## config.mk

```make
export PLATFORM = sky130hd
export DESIGN_NAME = alu_share_arb
export DESIGN_NICKNAME = d
export VERILOG_FILES = /design/src/rtl/alu_share_arb.sv
export SDC_FILE = /design/constraint.sdc
export NUM_CORES = 1
export LEC_CHECK = 0
export BUFFER_PORTS_ARGS = -buffer_cell sky130_fd_sc_hd__buf_2
export CORE_MARGIN = 4
export CORE_UTILIZATION = 43
export DETAILED_ROUTE_END_ITERATION = 8
export GPL_TIMING_DRIVEN = 0
export PLACE_DENSITY = 0.8
export SETUP_SLACK_MARGIN = 0.15
export SLEW_MARGIN = 20
export SYNTH_ARGS = -nofsm -noshare
export SYNTH_HDL_FRONTEND = slang
export SYNTH_SLANG_ARGS = --single-unit
```

## constraint.sdc

```tcl
create_clock -name i_clk -period 2.08 [get_ports i_clk]
set_clock_uncertainty 0.15 [all_clocks]
set_input_delay 0.208 -clock i_clk [delete_from_list [all_inputs] [get_ports i_clk]]
set_output_delay 0.208 -clock i_clk [all_outputs]
set_load 0.01 [all_outputs]
```

## src/rtl/alu_share_arb.sv

```systemverilog
// ----------------------------------------------------------------------------
// alu_share_arb
//
// Shares one single-cycle ALU between two requesters (port 0: execute stage,
// port 1: branch-compare unit). One operation is in flight at a time. Each
// operation takes three cycles: accept (IDLE), ALU evaluate (EXEC), and
// response handshake (HOLD).
//
// Configuration macro:
//   ALU_ARB_FIXED_PRIO_EN  defined   : port 0 always wins a tie, so port 1
//                                      may starve; no last-grant pointer.
//                          undefined : round-robin on ties. The pointer
//                                      resets to 1, so port 0 wins the first
//                                      tie.
//
// Parameters:
//   DW              operand/result width, must equal the ALU width.
//
// Ports:
//   i_clk           clock, all state updates on the rising edge
//   i_rst_n         asynchronous active-low reset
//   i_req_valid[1:0]  per-port request valid
//   o_req_ready[1:0]  per-port request ready, at most one bit set
//   i_req_op0/1     ALU control code per port
//   i_req_a0/b0     port 0 operands
//   i_req_a1/b1     port 1 operands
//   o_rsp_valid[1:0]  per-port response valid (registered)
//   i_rsp_ready[1:0]  per-port response ready
//   o_rsp_result    shared result bus (registered)
//   o_rsp_zero      zero flag paired with o_rsp_result (registered)
//   o_alu_srcA/B    ALU operands
//   o_alu_control   ALU control code
//   i_alu_result    ALU result, combinational from the o_alu_* outputs
//   i_alu_zero      ALU zero flag
// ----------------------------------------------------------------------------
module alu_share_arb #(
  parameter int unsigned DW = 32
) (
  input  logic          i_clk,
  input  logic          i_rst_n,
  // Request channel
  input  logic [1:0]    i_req_valid,
  output logic [1:0]    o_req_ready,
  input  logic [2:0]    i_req_op0,
  input  logic [2:0]    i_req_op1,
  input  logic [DW-1:0] i_req_a0,
  input  logic [DW-1:0] i_req_b0,
  input  logic [DW-1:0] i_req_a1,
  input  logic [DW-1:0] i_req_b1,
  // Response channel
  output logic [1:0]    o_rsp_valid,
  input  logic [1:0]    i_rsp_ready,
  output logic [DW-1:0] o_rsp_result,
  output logic          o_rsp_zero,
  // ALU interface
  output logic [DW-1:0] o_alu_srcA,
  output logic [DW-1:0] o_alu_srcB,
  output logic [2:0]    o_alu_control,
  input  logic [DW-1:0] i_alu_result,
  input  logic          i_alu_zero
);

  typedef enum logic [1:0] {
    StIdle = 2'd0,
    StExec = 2'd1,
    StHold = 2'd2
  } state_e;

  state_e r_state;
  state_e w_state_next;

  // Operand and response registers
  logic [2:0]    r_op;
  logic [DW-1:0] r_a;
  logic [DW-1:0] r_b;
  logic          r_owner;
  logic [DW-1:0] r_result;
  logic          r_zero;
  logic [1:0]    r_rsp_valid;

  // Arbitration
  logic          w_grant_any;
  logic          w_grant_port;
  logic          w_accept;
  logic          w_rsp_done;

  // Payload of the granted port
  logic [2:0]    w_sel_op;
  logic [DW-1:0] w_sel_a;
  logic [DW-1:0] w_sel_b;

`ifndef ALU_ARB_FIXED_PRIO_EN
  // Last-grant pointer; a tie goes to the other port.
  logic          r_ptr;
`endif

  // --------------------------------------------------------------------------
  // Grant selection. Only looks at req_valid and the pointer, never at any
  // response-side signal, so req_ready has no path from rsp_ready.
  // --------------------------------------------------------------------------
  always_comb begin
    w_grant_any  = |i_req_valid;
    w_grant_port = 1'b0;
    case (i_req_valid)
      2'b01:   w_grant_port = 1'b0;
      2'b10:   w_grant_port = 1'b1;
`ifdef ALU_ARB_FIXED_PRIO_EN
      2'b11:   w_grant_port = 1'b0;
`else
      2'b11:   w_grant_port = ~r_ptr;
`endif
      default: w_grant_port = 1'b0;
    endcase
  end

  // A grant is only ever given to a valid port, so ready implies valid here.
  assign w_accept   = (r_state == StIdle) && w_grant_any;
  assign w_rsp_done = (r_state == StHold) && i_rsp_ready[r_owner];

  always_comb begin
    w_sel_op = w_grant_port ? i_req_op1 : i_req_op0;
    w_sel_a  = w_grant_port ? i_req_a1  : i_req_a0;
    w_sel_b  = w_grant_port ? i_req_b1  : i_req_b0;
  end

  // --------------------------------------------------------------------------
  // FSM: state register
  // --------------------------------------------------------------------------
  always_ff @(posedge i_clk or negedge i_rst_n) begin
    if (!i_rst_n) begin
      r_state <= StIdle;
    end else begin
      r_state <= w_state_next;
    end
  end

  // --------------------------------------------------------------------------
  // FSM: next-state logic
  // --------------------------------------------------------------------------
  always_comb begin
    w_state_next = r_state;
    case (r_state)
      StIdle: begin
        if (w_accept) begin
          w_state_next = StExec;
        end
      end
      StExec: begin
        // Single-cycle ALU: the result is valid by the end of this cycle.
        w_state_next = StHold;
      end
      StHold: begin
        if (w_rsp_done) begin
          w_state_next = StIdle;
        end
      end
      default: begin
        w_state_next = StIdle;
      end
    endcase
  end

  // --------------------------------------------------------------------------
  // FSM: outputs
  // --------------------------------------------------------------------------
  always_comb begin
    o_req_ready = 2'b00;
    if (w_accept) begin
      o_req_ready = w_grant_port ? 2'b10 : 2'b01;
    end
    // The operand registers feed the ALU permanently; they only change on
    // accept, so the ALU inputs hold their last values outside EXEC.
    o_alu_srcA    = r_a;
    o_alu_srcB    = r_b;
    o_alu_control = r_op;
    o_rsp_valid   = r_rsp_valid;
    o_rsp_result  = r_result;
    o_rsp_zero    = r_zero;
  end

  // --------------------------------------------------------------------------
  // Operand capture and ownership
  // --------------------------------------------------------------------------
  always_ff @(posedge i_clk or negedge i_rst_n) begin
    if (!i_rst_n) begin
      r_op    <= 3'b000;
      r_a     <= '0;
      r_b     <= '0;
      r_owner <= 1'b0;
    end else if (w_accept) begin
      r_op    <= w_sel_op;
      r_a     <= w_sel_a;
      r_b     <= w_sel_b;
      r_owner <= w_grant_port;
    end
  end

`ifndef ALU_ARB_FIXED_PRIO_EN
  always_ff @(posedge i_clk or negedge i_rst_n) begin
    if (!i_rst_n) begin
      r_ptr <= 1'b1;
    end else if (w_accept) begin
      r_ptr <= w_grant_port;
    end
  end
`endif

  // --------------------------------------------------------------------------
  // Response registers. Result/zero are captured once at the end of EXEC and
  // then stay stable through HOLD regardless of what the ALU does.
  // --------------------------------------------------------------------------
  always_ff @(posedge i_clk or negedge i_rst_n) begin
    if (!i_rst_n) begin
      r_result <= '0;
      r_zero   <= 1'b0;
    end else if (r_state == StExec) begin
      r_result <= i_alu_result;
      r_zero   <= i_alu_zero;
    end
  end

  always_ff @(posedge i_clk or negedge i_rst_n) begin
    if (!i_rst_n) begin
      r_rsp_valid <= 2'b00;
    end else if (r_state == StExec) begin
      r_rsp_valid <= r_owner ? 2'b10 : 2'b01;
    end else if (w_rsp_done) begin
      r_rsp_valid <= 2'b00;
    end
  end

endmodule

```

== Word-level counts from Yosys, hierarchy flattened ==
Index checks and enable logic that the tools add are counted.
Word-level totals
  register bits after elaboration: 106
  input port bits: 173
  output and inout port bits: 104
Cells by class
  equality and inequality tests: 6
  reductions and logical operators: 6
  mux-type cells: 13
  order comparisons: 1
  bitwise logic cells: 1
Operator list (number)
  two-way mux 32 bit: 2
  two-way mux 2 bit: 6
  == test 2 bit (second input constant): 3
  case mux 2 bit (3 select lines): 1
  inequality test 2 bit (second input constant): 2
  two-way mux 3 bit: 1
  == test 2 x 1 -> 1 bit (second input constant): 1
  logical AND 1 bit: 2
  logical NOT 2 bit: 1
  < comparator 1 x 2 -> 1 bit (second input constant): 1
  two-way mux 1 bit: 2
  case mux 1 bit (2 select lines): 1
  AND reduction 2 bit: 1
  nonzero test 2 bit: 1
  OR reduction 2 bit: 1
  inverter 1 bit: 1

== Longest topological paths before layout ==
Gate-level depths: netlist of run 1.
  word-level depth: 5
  gate-level depth with buffers: 6
  depth with buffers taken out: 3

== Worst setup path before layout of run 1 ==
OpenSTA, ideal clock, no wires.
  path kind: register -> register
  start: reg r_state[0]
  end: reg r_a[10] (netlist: o_alu_srcA[10])
  setup slack: 0.425 ns
  period minus slack after synthesis: 1.655 ns
  arrival: 1.379 ns
  cell stages (with the launch flop): 6
  buffers on the path: 2
  cell sequence: dfrtp_1 nor2_2 buf_2 o21ai_2 clkbuf_1 a221o_1
Between the ends
  word-level cells in the longest chain between the ends: 2
Ends and longest elaborated chain
  from (decl): RTL line 69  | state_e r_state;
  from (signal assigned): RTL line 131  | r_state <= StIdle;
  from (signal assigned): RTL line 133  | r_state <= w_state_next;
  logical NOT 2 bit: RTL line 117  | assign w_accept = (r_state == StIdle) && w_grant_any;
  logical AND 1 bit: RTL line 117
  to (signal assigned): RTL line 192  | r_a <= w_sel_a;
  to (decl): RTL line 74  | logic [DW-1:0] r_a;
No other way between the ends.
A chain may end at the register's enable or synchronous reset.

== Final worst setup path of run 1 ==
  start: reg r_ptr
  end: out o_req_ready[0]
Between the ends
  word-level cells in the longest chain between the ends: 4
Ends and longest elaborated chain
  from (decl): RTL line 94  | logic r_ptr;
  from (signal assigned): RTL line 203  | r_ptr <= w_grant_port;
  inverter 1 bit: RTL line 110  | 2'b11: w_grant_port = ~r_ptr;
  case mux 1 bit (2 select lines): RTL line 104  | case (i_req_valid)
  two-way mux 2 bit: RTL line 169  | o_req_ready = w_grant_port ? 2'b10 : 2'b01;
  two-way mux 2 bit: RTL line 168  | if (w_accept) begin
  to (decl): RTL line 43  | output logic [1:0] o_req_ready,
No other way between the ends.

==> results by group, run 1 <==
Floorplanning
  • CORE AREA: 9910 um2
  • Die width: 110 um
  • Initial Util: 44.8%
  • Site Rows: 36
  • Die height: 110 um
  • Die Area: 12000 um2
  • Ports: 277

Placement
  • Detailed placer's ending HPWL: 11.5 mm
  • I/O Buffers: 276
  • Final GP Congestion: 0.872
  • Placed Cells: 810

Critical path
  • Endpoint type of the worst setup path: output pin
  • Critical Path AT: 1.59 ns
  • Worst r2r src: r_ptr$_DFFE_PN1P_
  • Critical Path RT: 1.72 ns
  • Setup Crit Path Kind: reg -> out
  • CP startpoint kind: flop
  • Crit path launch: r_ptr$_DFFE_PN1P_
  • Crit-path max FO: 3

Yosys
  • Synthesized instance count: 400
  • Synthesized area: 4440 um2
  • Synthesized flop and latch total: 106
  • Part of the Yosys area used for sequential elements: 59.8%
  • Synth Area in Compound Gates: 16.9%
  • Synthesized Nets: 573
  • Syn_area_per_cell: 11.1 um2
  • Combinational family with the most area after synthesis: simple AND/OR/NAND/NOR gates
  • Synth Area in Adders: 0%
  • Synth Area in Simple Gates: 19.3%
  • Count of different cell masters after synthesis: 21
  • Mux contribution to synthesized area: 0%
  • Xor/xnor cell area share of the yosys netlist: 0%
  • YS warnings: 0

CTS
  • Worst-path clk slew: 0.10 ns
  • CTS Buf Count: 9
  • Num Clock Sinks: 106
  • Clk root buf: clkbuf_8
  • # H-tree levels: 3
  • Worst-case clock buffer depth: 2
  • CTS tree: done
  • Clk Latency, worst-skew pair: 0.37 ns

Timing
  • Slew headroom: 61.0%
  • WHS: 0.0153 ns
  • Post-layout minimum cycle time: 1.95 ns
  • Fmax: 0.514 GHz
  • RSZ-0062 raised after global routing: true
  • Actual slew at the worst max-slew pin: 0.585 ns
  • Sum Neg Setup Slack: 0 ns
  • Tcrit/Tclk final: 93.5%
  • Max-slew violations: 0
  • Hold Fails Final Rpt: 0
  • Setup violations, final: 0

Worst hold path
  • Hold path startpoint: i_req_a1[2]
  • Hold Path Class: in -> reg

Detailed routing
  • DR vias/cell: 5.48
  • DR vias: 5222
  • Iter 0 DRT Violations: 431
  • Drc violations: 0
  • Number of detailed-route iterations in the first pass: 5
  • Post-route ant nets: 0
  • Overall routed net length: 18.6 mm
  • Routed wire per std cell: 19.5 um

Finish
  • Finished Layout Cells: 953
  • Synth-to-Final Area Change: 70.5%
  • Final Net Count: 986
  • Fillers: 637
  • Layout cells sized above 1: 40.2%

GRT
  • First-pass GRT wire length: 27.4 mm
  • Total GRT Usage: 30.2%
  • Total grt overflow: 0
  • Largest net degree at the start of global routing: 63
  • Initial antenna violation count: 1
  • Vias in the first global route: 5486

Job
  • Max Cap Viol: 0

Pwr
  • P per Cell Area: 1320 nW/um2
  • VDD IR max: 0.686 mV
  • Pleak: 4.18 nW
  • Total design power: 0.00999 W

Outcome
  • Outcome: finished clean
[critical path: stages (launching register included)]
cell	delay, ns
dfstp_2	0.59
nand2b_4	0.14
and3_4	0.18
buf_6	0.10
clkbuf_16	0.11
buf_6	0.10
[path summary, 6_finish.rpt]
path                       slack [ns]                     endpoint  cells after the start
setup / recovery                 0.13               o_req_ready[0]                      5
hold / removal                   0.02    o_alu_srcA[2]$_DFFE_PN0P_                      3
setup reg to reg                 0.19   o_alu_srcB[29]$_DFFE_PN0P_                      7
hold reg to reg                  0.33  o_rsp_result[1]$_DFFE_PN0P_                      2
max in group asynchronous        0.94            r_ptr$_DFFE_PN1P_                      3
min in group asynchronous        0.17   o_alu_srcA[13]$_DFFE_PN0P_                      2
[layer usage]
metal | global-route usage (%) | routed length (um)
met1 | 31.8 | 6520
met2 | 53.4 | 9440
met3 | 6.75 | 1550
met4 | 20.7 | 1110
met5 | 0 | 0
[placed cells by master (no fill, tap or decap)]
master	n
buf_16	1
diode_2	2
clkbuf_1	21
nand2_1	101
buf_4	12
and2_4	1
buf_6	8
a311oi_1	1
clkinv_2	2
o21ai_0	1
and3_1	67
nand3b_1	1
inv_1	2
nand2b_4	1
dfrtp_2	2
clkbuf_16	2
and3_4	1
clkbuf_8	14
nand2b_1	1
nor2_4	1
clkbuf_2	3
dlygate4sd3_1	114
buf_2	276
a21boi_4	1
o21ai_2	1
clkinvlp_4	2
a21o_1	3
nor2b_1	3
a21oi_1	3
a221oi_1	1
dfrtp_1	103
a221o_1	67
dfstp_2	1
[flip-flops by register name (all words and copies together) (netlist names)]
register / count
o_alu_srcA: 32
r_state: 2
o_rsp_valid: 2
o_alu_control: 3
o_rsp_result: 32
r_owner: 1
r_ptr: 1
o_rsp_zero: 1
o_alu_srcB: 32
[power by group]
part           switching [W]  total (W)  internal [W]
Combinational        0.00272    0.00504       0.00233
Clock               0.000688    0.00122      0.000530
Sequential          0.000642    0.00373       0.00309
Total                0.00405    0.00999       0.00595
[cell usage after synthesis (all sizes together)]
| cell | number | area, um2 |
|---|---|---|
| nand2 | 101 | 379 |
| inv | 2 | 7.51 |
| dfstp | 1 | 26.3 |
| and3 | 68 | 425 |
| a221oi | 1 | 8.76 |
| a21oi | 3 | 15.0 |
| nor2b | 3 | 18.8 |
| dfrtp | 105 | 2630 |
| buf | 8 | 58.8 |
| and2 | 1 | 6.26 |
| nor2 | 1 | 6.26 |
| nand3b | 1 | 7.51 |
| a21boi | 1 | 11.3 |
| a311oi | 1 | 8.76 |
| nand2b | 2 | 12.5 |
| clkbuf | 29 | 109 |
| a21o | 3 | 22.5 |
| a221o | 67 | 671 |
| o21ai | 2 | 13.8 |
[metrics by stage]
step	utilization [%]	instance area [um2]	setup WS [ns]
final	76.3	7560	0.135
after global routing	76.3	7560	0.103
after CTS	75.7	7510	0.140
after detailed placement	60.7	6020	-0.169
after global placement	60.4	5980	-0.443
after floorplan	-	4440	0.425
[area by class of cell]
cell class | count | area, um2 | share of cell area [%]
tap | 133 | 166 | 2.20
sequential | 106 | 2660 | 35.1
inverter | 2 | 7.51 | 0.0993
multi-input combinational | 255 | 1630 | 21.6
clock inverter | 4 | 25.0 | 0.331
antenna | 2 | 5.00 | 0.0662
buffer | 36 | 243 | 3.21
timing repair buffer | 403 | 2660 | 35.2
clock buffer | 12 | 165 | 2.18
[logic make-up after synthesis]
group	after synthesis
compound gates	78
buf+inv	39
flops	106
simple gates	177
[timing repair]
item / in CTS / in global routing
setup buffers: 7 / 5
resized for setup: 26 / 8
pin swaps: 2 / 3
setup endpoints to repair: 71 / 41
hold endpoints to repair: 148 / 0
hold buffers: 114 / 0
Power figures use the tool's default switching activity.
==> run 2: changes to the inputs <==
Settings changed: CORE_UTILIZATION 43 to 39, PLACE_DENSITY 0.8 to 0.77.
Clock period 2.08 ns to 1.7 ns, I/O delays scaled along.
==> run 2 against run 1 <==
Net effect:
- the flow now finishes with violations (negative setup slack)
- combinational power increased by 29%
- critical path depth unchanged
- die area increased by 9.5%
- count of clock-buffer cells in the layout increased by 1
- largest cell class unchanged
- wire length decreased by 5.6%
==> results by group, run 2 (same netlist as run 1, synthesis figures left out) <==
Pwr
  • Sequential power share: 35.0% (-2.4 points)
  • Gate power share: 50.2% (-0.3 points)
  • Clk pwr share: 14.8% (+2.6 points)
  • P per Cell Area: 1660 nW/um2 (+26%)
  • NetSw: 0.00492 W (+22%)
  • Sw frac: 38.0% (-2.5 points)
  • VDD IR max: 1.05 mV (+53%)
  • Int Pwr: 0.00802 W (+35%)
  • Pleak: 4.27 nW (+2.1%)

Critical path
  • Worst r2r src: r_ptr$_DFFE_PN1P_
  • Critical Path AT: 1.50 ns (-0.09 ns)
  • Endpoint type of the worst setup path: output pin
  • Crit-path max FO: 3 (unchanged)
  • Crit path launch: r_ptr$_DFFE_PN1P_
  • Critical Path RT: 1.38 ns (-0.34 ns)
  • R2R Setup Slk: -0.12 ns (-0.31 ns)
  • Worst R2R End: o_alu_srcB[21]$_DFFE_PN0P_
  • CP startpoint kind: flop
  • Depth of the most critical reg-to-reg path: 7 (unchanged)
  • Setup Crit Path Kind: reg -> out

Finish
  • Most common cell after layout, fill and taps aside: buf_2
  • Synth-to-Final Area Change: 75.7%
  • Diodes inserted: 0 (-2)
  • Final core occ: 71.0% (-5.3 points)
  • Final Net Count: 979 (-0.71%)
  • Commonest non-fill, non-tap cells in the layout: buf_2, dlygate4sd3_1, dfrtp_1, nand2_1, a221o_1
  • Layout cells sized above 1: 44.0% (+3.7 points)

Detailed routing
  • Post-route ant nets: 0 (unchanged)
  • DR vias: 5043 (-3.4%)
  • Number of detailed-route iterations in the first pass: 5 (unchanged)
  • Iter 0 DRT Violations: 378 (-12%)
  • DR vias/cell: 5.31 (-3.1%)
  • Routed wire per std cell: 18.5 um (-5.3%)
  • Drc violations: 0 (unchanged)
  • Overall routed net length: 17.6 mm (-5.6%)

Floorplanning
  • Die height: 115 um (+4.6%)
  • Initial Util: 40.4% (-4.4 points)
  • Site Rows: 38 (+5.6%)
  • Ports: 277 (unchanged)
  • Die width: 115 um (+4.6%)
  • CORE AREA: 11000 um2 (+11%)
  • Die Area: 13100 um2 (+9.5%)

CTS
  • Worst-path clk slew: 0.07 ns (-0.03 ns)
  • Clk Latency, worst-skew pair: 0.33 ns (-0.04 ns)
  • Worst-case clock buffer depth: 2 (unchanged)
  • Num Clock Sinks: 106 (unchanged)
  • CTS Buf Count: 9 (unchanged)
  • CTS tree: done
  • # H-tree levels: 3 (unchanged)
  • Clk root buf: clkbuf_16

GRT
  • Total GRT Usage: 25.8% (-4.4 points)
  • Largest net degree at the start of global routing: 62 (-1.6%)
  • First-pass GRT wire length: 26.6 mm (-2.8%)
  • Total grt overflow: 0 (unchanged)
  • Vias in the first global route: 5205 (-5.1%)
  • Initial antenna violation count: 0 (-1)

Worst hold path
  • Hold Path Class: in -> reg
  • Worst hold endpoint: o_alu_srcA[14]$_DFFE_PN0P_
  • Hold path startpoint: i_req_a1[14]
  • WHS Path Cells: 3 (unchanged)

Timing
  • Fmax: 0.549 GHz
  • Actual slew at the worst max-slew pin: 0.573 ns (-0.0113 ns)
  • Max-slew violations: 0 (unchanged)
  • Sum Neg Setup Slack: -2.17 ns (-2.17 ns)
  • RSZ-0062 raised after global routing: true
  • Setup violations, final: 26 (+26)
  • Post-layout minimum cycle time: 1.82 ns
  • Slew headroom: 61.8% (+0.76 points)
  • Tcrit/Tclk final: 107%
  • Hold Fails Final Rpt: 0 (unchanged)
  • Final setup margin: -0.121 ns (-0.255 ns)

Outcome
  • Outcome: finished, violations left
  • Failing checks: negative setup slack

Placement
  • Detailed placer's ending HPWL: 11.5 mm (+0.29%)
  • Final GP Congestion: 0.840 (-3.7%)
  • I/O Buffers: 276 (unchanged)

Job
  • Max Cap Viol: 0 (unchanged)
[run 2: cell count changes in the layout (fill, tap and decap cells not counted), moves of 2 or more]
cell / change
and3_1: -9
and3_4: +9
buf_12: +3
buf_2: +3
buf_4: -2
buf_6: +3
buf_8: +7
clkbuf_1: -14
clkbuf_16: +8
clkbuf_4: +3
clkbuf_8: -7
diode_2: -2
dlygate4sd3_1: -11
[run 2: layer usage]
metal | vias up | routed length [um] | GRT usage [%]
met5 | - | 0 | 0
met4 | 0 | 640 | 11.6
met3 | 55 | 1360 | 4.97
li1 | 2281 | - | -
met1 | 2428 | 6360 | 29.4
met2 | 279 | 9220 | 46.6
[run 2: worst max-delay path by stage]
stage                                           end  slack, ns
after floorplan           o_alu_srcA[0]$_DFFE_PN0P_       0.12
after global placement       r_state[0]$_DFFE_PN0P_      -0.97
after detailed placement             o_req_ready[1]      -0.31
after CTS                            o_req_ready[0]      -0.12
after global routing                 o_req_ready[0]      -0.17
final                                o_req_ready[0]      -0.12
[run 2: power by group through the flow]
stage / clock network (W) / registers [W] / logic [W]
after floorplan: 0 / 0.00504 / 0.00261
final: 0.00192 / 0.00453 / 0.00649
after detailed placement: 0 / 0.00451 / 0.00551
after CTS: 0.00197 / 0.00450 / 0.00626
after global routing: 0.00206 / 0.00465 / 0.00703
after global placement: 0 / 0.00448 / 0.00532
[run 2: worst max-delay path, cell delays in order (launching register included)]
cell      delay, ns
dfstp_2        0.57
nand2b_4       0.13
and3_4         0.18
buf_6          0.11
buf_8          0.09
buf_6          0.09
[run 2: final cells by class]
type / instances / area, um2
tap: 140 / 175
inverter: 2 / 7.51
clock inverter: 2 / 12.5
multi-input combinational: 255 / 1690
clock buffer: 13 / 260
fill: 786 / 3190
sequential: 106 / 2660
timing repair buffer: 395 / 2640
buffer: 37 / 357
[run 2: stage by stage]
stage	power, W	hold slack [ns]	setup WS, ns	std cells	instance area, um2
4_1_cts	0.0127	0.00458	-0.121	947	7700
5_1_grt	0.0137	0.0134	-0.170	950	7790
3_5_place_dp	0.0100	0.0435	-0.309	817	6090
3_3_place_gp	0.00979	0.210	-0.972	816	6060
6_report	0.0129	0.0173	-0.121	950	7790
2_1_floorplan	0.00764	-0.276	0.125	400	4500
[run 2: what timing repair did]
item | CTS | global route
resized for setup | 57 | 24
buffers inserted | 11 | 2
hold buffers | 103 | 0
pin swaps | 19 | 2
endpoints found under the setup margin | 105 | 97
endpoints found under the hold margin | 161 | 0
cloned | 1 | 1
